[src/rtl/colparity_theta.sv]
// colparity_theta: buffers LANE_W 25-bit slices, then streams them back out
// with the optional column-parity (theta) mix applied per slice.
// Optional build macro COLPARITY_PARITY_OUT_EN adds the parityOut tap.
module colparity_theta #(
  parameter int unsigned LANE_W = 64,
  parameter int unsigned CNT_W  = 6
) (
  input  logic        clk,
  input  logic        rst,
  input  logic        start,
  input  logic        thetaEn,
  input  logic [24:0] matrixIn,
  input  logic        inValid,
  input  logic        outAck,
  output logic        ready,
  output logic        putInput,
  output logic        outReady,
  output logic [24:0] matrixOut
`ifdef COLPARITY_PARITY_OUT_EN
  ,
  output logic [4:0]  parityOut
`endif
);

  localparam int unsigned SLICE_W = 25;
  localparam int unsigned PAR_W   = 5;

  typedef enum logic [1:0] {
    IDLE = 2'd0,
    LOAD = 2'd1,
    EMIT = 2'd2
  } state_t;

  // Column parity of one slice: bit x is XOR over y of bit 5*y+x.
  function automatic logic [PAR_W-1:0] slice_parity(input logic [SLICE_W-1:0] s);
    logic [PAR_W-1:0] p;
    p = '0;
    for (int y = 0; y < 5; y++) begin
      for (int x = 0; x < 5; x++) begin
        p[x] = p[x] ^ s[5*y+x];
      end
    end
    return p;
  endfunction

  // Theta mix of one slice given its own parity and the previous slice's parity.
  function automatic logic [SLICE_W-1:0] theta_mix(input logic [SLICE_W-1:0] s,
                                                   input logic [PAR_W-1:0]   pz,
                                                   input logic [PAR_W-1:0]   pzm1);
    logic [SLICE_W-1:0] o;
    o = s;
    for (int y = 0; y < 5; y++) begin
      for (int x = 0; x < 5; x++) begin
        o[5*y+x] = s[5*y+x] ^ pz[(x+4)%5] ^ pzm1[(x+1)%5];
      end
    end
    return o;
  endfunction

  state_t               r_state;
  state_t               w_state_nxt;
  logic [CNT_W-1:0]     r_slice_cnt;
  logic [CNT_W-1:0]     r_out_cnt;
  logic                 r_theta_en;
  logic                 r_ready;
  logic                 r_put_input;
  logic                 r_out_ready;
  logic [SLICE_W-1:0]   r_matrix_out;

  logic [SLICE_W-1:0]   r_buf [LANE_W];
  logic [PAR_W-1:0]     r_par [LANE_W];

  logic                 w_load_wr;
  logic                 w_out_adv;
  logic [PAR_W-1:0]     w_in_par;
  logic [CNT_W-1:0]     w_emit_idx;
  logic [SLICE_W-1:0]   w_emit_slice;
  logic [PAR_W-1:0]     w_emit_pz;
  logic [PAR_W-1:0]     w_emit_pzm1;
  logic [SLICE_W-1:0]   w_out_nxt;

  assign w_in_par = slice_parity(matrixIn);

  // Next-state decode and load/emit strobes.
  always_comb begin
    w_state_nxt = r_state;
    w_load_wr   = 1'b0;
    w_out_adv   = 1'b0;
    case (r_state)
      IDLE: begin
        if (start) w_state_nxt = LOAD;
      end
      LOAD: begin
        if (inValid) begin
          w_load_wr = 1'b1;
          if (r_slice_cnt == CNT_W'(LANE_W-1)) w_state_nxt = EMIT;
        end
      end
      EMIT: begin
        if (outAck) begin
          w_out_adv = 1'b1;
          if (r_out_cnt == CNT_W'(LANE_W-1)) w_state_nxt = IDLE;
        end
      end
      default: w_state_nxt = IDLE;
    endcase
  end

  // Slice to present after this edge; on the LOAD->EMIT edge the last slice's
  // parity is not stored yet, so it is taken straight from the input.
  always_comb begin
    w_emit_idx   = w_out_adv ? (r_out_cnt + CNT_W'(1)) : r_out_cnt;
    w_emit_slice = r_buf[w_emit_idx];
    w_emit_pz    = r_par[w_emit_idx];
    w_emit_pzm1  = (r_state == LOAD) ? w_in_par : r_par[w_emit_idx - CNT_W'(1)];
    w_out_nxt    = '0;
    if (w_state_nxt == EMIT) begin
      w_out_nxt = r_theta_en ? theta_mix(w_emit_slice, w_emit_pz, w_emit_pzm1)
                             : w_emit_slice;
    end
  end

  // Control state, counters and registered outputs.
  always_ff @(posedge clk or negedge rst) begin
    if (!rst) begin
      r_state      <= IDLE;
      r_slice_cnt  <= '0;
      r_out_cnt    <= '0;
      r_theta_en   <= 1'b0;
      r_ready      <= 1'b1;
      r_put_input  <= 1'b0;
      r_out_ready  <= 1'b0;
      r_matrix_out <= '0;
    end else begin
      r_state <= w_state_nxt;
      if ((r_state == IDLE) && start) r_theta_en <= thetaEn;
      if (w_load_wr) r_slice_cnt <= r_slice_cnt + CNT_W'(1);
      if (w_out_adv) r_out_cnt <= r_out_cnt + CNT_W'(1);
      r_ready      <= (w_state_nxt == IDLE);
      r_put_input  <= (w_state_nxt == LOAD);
      r_out_ready  <= (w_state_nxt == EMIT);
      r_matrix_out <= w_out_nxt;
    end
  end

  // Slice buffer and per-slice parity; contents survive reset by design.
  always_ff @(posedge clk) begin
    if (w_load_wr) begin
      r_buf[r_slice_cnt] <= matrixIn;
      r_par[r_slice_cnt] <= w_in_par;
    end
  end

  assign ready     = r_ready;
  assign putInput  = r_put_input;
  assign outReady  = r_out_ready;
  assign matrixOut = r_matrix_out;

`ifdef COLPARITY_PARITY_OUT_EN
  logic [PAR_W-1:0] r_parity_out;

  // Column parity of the slice currently on matrixOut.
  always_ff @(posedge clk or negedge rst) begin
    if (!rst) begin
      r_parity_out <= '0;
    end else begin
      r_parity_out <= (w_state_nxt == EMIT) ? w_emit_pz : '0;
    end
  end

  assign parityOut = r_parity_out;
`else
  // Parity tap not built; slice outputs are identical either way.
`endif

endmodule

[config.mk]
export PLATFORM = sky130hd
export DESIGN_NAME = colparity_theta
export DESIGN_NICKNAME = d
export VERILOG_FILES = /design/src/rtl/colparity_theta.sv
export SDC_FILE = /design/constraint.sdc
export NUM_CORES = 2
export LEC_CHECK = 0
export ABC_CLOCK_PERIOD_IN_PS = 6300
export BUFFER_PORTS_ARGS = -buffer_cell sky130_fd_sc_hd__buf_2
export CAP_MARGIN = 20
export CORE_ASPECT_RATIO = 2
export CORE_MARGIN = 2
export CORE_UTILIZATION = 42
export CTS_BUF_LIST = sky130_fd_sc_hd__clkbuf_8 sky130_fd_sc_hd__clkbuf_16
export DETAILED_ROUTE_END_ITERATION = 10
export PLACE_DENSITY = 0.58
export SETUP_SLACK_MARGIN = 0.15
export SYNTH_ARGS = -nofsm -noshare
export SYNTH_HDL_FRONTEND = slang
export SYNTH_SLANG_ARGS = --single-unit
[constraint.sdc]
create_clock -name clk -period 6.3 [get_ports clk]
set_clock_uncertainty 0.1 [all_clocks]
set_input_delay 0.63 -clock clk [delete_from_list [all_inputs] [get_ports clk]]
set_output_delay 0.63 -clock clk [all_outputs]
set_load 0.005 [all_outputs]
==> impl_metrics.yaml <==
global_route:
  antenna_found_initial: 9
  overflow: 0
  grt_use_total_pct: 32.44
  grt_pass1_vias: 52670
  grt_max_degree: 121
  grt_pass1_wl_mm: 428.7
yosys:
  yosysMostFrequentCell: "edfxtp_1"
  ys.flop_type: "edfxtp_1"
  syn-num-nets: 5303
  synth_area_leaders: "edfxtp_1 (73%), o221ai_1 (3.6%), nand2_1 (3.4%)"
  async_flop_share_pct: 2.191
  ys_seq_elements: 1963
  yosys_warnings: 0
  synth_edf_count: 1920
  synth_area_sq_um: 78790
  ys_seq_area_share_pct: 74.55
  syn_inst: 5270
  yosys.area.top_type: "edfxtp_1"
  synth_cell_types: 96
  avgSynthCellArea_sq_um: 14.95
  yosys.area.top_type_share_pct: 73.18
  yosys-top-cells-count: "edfxtp_1 (1920), nand2_1 (718), o221ai_1 (322), o22ai_1 (284), a31oi_1 (272)"
floorplanning:
  ios: 59
  rows: 224
  die_x_um: 310.3
  start_util_pct: 42.27
  dieArea_sq_um: 191300
  core_area_sq_um: 186400
  die_y_um: 616.5
sta:
  tns_ns: 0
  period_minus_slack_ns: 5.303
  setup_violations: 0
  final-hold-violation-count: 0
  finalMaxSlewViolations: 0
  clock.fmax_mhz: 188.6
  fin_crit_sh_pct: 84.17
  rsz0062_at_grt: "no"
  worst_slew_pin_slew_ns: 1.304
  holdWs_ns: 0.06578
  max-slew-margin-rel_pct: 12.33
setup_path:
  rr_worst_depth: 12
  startpoint_type: "flop"
  crit_end: "matrixOut[24]"
  critPathKind: "reg -> reg"
  required_ns: 6.86
  rrSetupSlack_ns: 1.0
  cp.arrival_ns: 5.86
  slowest_delay_ns: 0.90
  r2r-end: "matrixOut[24]"
  cp_slowest_cell: "xnor2_4"
  startpoint: "r_state[1]"
  crit_path_cell_trace: "and3b_2, xnor2_4, inv_8, or4_1, a222oi_1, o2bb2ai_1, a32o_2, a311oi_4, mux2i_4, buf_12, xor2_1, nor2_1"
  path_max_fanout: 64
  rr_startpoint: "r_state[1]"
  end_kind: "flop"
drt:
  viasPerCell: 6.815
  drt_iter0_markers: 8175
  wire_per_inst_um: 39.33
  wl_mm: 314.8
  drc: 0
  num_vias: 54550
  firstDrtPassIters: 10
  ant_nets: 0
cts:
  ctsHoldBuffers: 2
  postCtsResizedCells: 0
  root_buffer: "clkbuf_16"
  clk_latency_ns: 0.85
  h-tree-depth: 4
  cts_inserted_buffers: 173
  cts_tree: "done"
  clkSlewWorstSetupHoldPaths_ns: 0.07
  post_cts_buffers: 0
  cts.sinks: 1963
  cts_buffer_depth: 4
power_and_ir_drop:
  p_per_area_nw_per_um2: 305.8
  ir_drop_mv: 0.2214
  p_leak_uw: 0.02801
final_layout:
  syn_to_final_growth_pct: 13.16
  nets: 5416
  layout.cells.non_filler: 8005
  drive_above_1_share_pct: 13.59
  fill_cells: 15880
placement:
  portBuffers: 58
  place_inst: 7688
  globalplace.congestion: 1.015
  place_hpwl_mm: 188.8
run:
  maxCapViolations: 0
outcome:
  status: "completed"
min_path:
  hold_class: "in -> reg"
layout by cell type, fill, tap and decap left out, drive strengths merged, types with 23 or more instances in the layout:
cell type  Yosys  layout
a21oi         92      92
a221oi        69      69
a22oi         23      23
a2bb2oi       26      26
a311o         61      61
a31oi        272     272
buf          322     380
clkbuf       123     180
clkinv         0      58
dfrtp         42      42
edfxtp      1920    1920
inv           13      60
mux2i         50      50
nand2        718     718
nand3         51      51
nor2         139     139
nor3         171     171
o211ai        31      31
o21ai         98      98
o221ai       322     322
o22ai        285     285
o311ai       128     128
xnor2         28      28
power breakdown:
part / leakage [uW] / internal [uW] / switching (uW) / total [uW]
sequential: 0.0178 / 14900 / 171 / 15100
clock: 0.00282 / 5730 / 4810 / 10500
combinational: 0.00735 / 296 / 1310 / 1610
total: 0.0280 / 21000 / 6300 / 27300
area by class of cell:
class	count	area, sq um	share of cell area [%]
repair buffers	383	3301	3.702
multi-input cells	2849	18490	20.73
clock inverters	126	979.7	1.099
flip-flops and latches	1963	58740	65.88
clock buffers	179	4446	4.986
well taps	2486	3110	3.489
inverters	13	83.83	0.09403
diodes	6	15.01	0.01684
registers in the layout, summed over array words and instances (netlist names), 2 cells and up:
name / flops
r_out_cnt: 6
r_buf: 1600
matrixOut: 25
r_slice_cnt: 6
r_state: 2
r_par: 320
worst max-delay path: cells and delay by family (launching register included):
kind | cells | cell delay [ns]
buffers and inverters | 2 | 0.60
flip-flops | 1 | 0.59
AO/OA/AOI/OAI | 4 | 1.25
AND/OR/NAND/NOR | 3 | 1.07
multiplexers | 1 | 0.31
XOR/XNOR | 2 | 1.05
how the worst min path moves through the flow:
stage | start | to | slack, ns | cells after the start
global route | start | r_theta_en | 0.05 | 3
floorplan | rst | matrixOut[0] | 0.23 | 0
global placement | r_slice_cnt[0] | r_slice_cnt[0] | 0.41 | 1
CTS | start | r_theta_en | 0.04 | 3
finish | start | r_theta_en | 0.07 | 3
detailed placement | r_slice_cnt[0] | r_slice_cnt[0] | 0.42 | 1
cells by family (layout without fill, tap and decap cells):
kind of cell,after synthesis,after routing,synth area share [%]
flip-flops,1963,1963,74.55
AO/OA/AOI/OAI,1560,1560,14.77
AND/OR/NAND/NOR,1180,1180,6.427
buffers and inverters,458,701,2.847
multiplexers,62,62,0.8575
XOR/XNOR,45,45,0.5241
adder cells (fa/ha/maj),2,2,0.03176
other,0,6,0
stage by stage:
step | setup WS [ns] | cell area (sq um) | total power [uW] | utilization (%)
floorplan | 1.912 | 78790 | 15930 | -
global placement | 0.4095 | 83450 | 16910 | 44.78
detailed placement | 1.086 | 83630 | 16950 | 44.87
CTS | 1.049 | 89070 | 27260 | 47.79
global route | 0.9037 | 89150 | 27810 | 47.83
finish | 0.9974 | 89160 | 27260 | 47.84
metal layers:
| layer | part of all wire, % | GRT usage (%) | vias up |
|---|---|---|---|
| met5 | 0.011 | 0 | - |
| met4 | 9.6 | 25.41 | 6 |
| met3 | 8.8 | 5.373 | 1101 |
| met2 | 49 | 54.58 | 3897 |
| met1 | 32 | 36.35 | 27770 |
| li1 | - | - | 21780 |
Power figures use the tool's default switching activity.
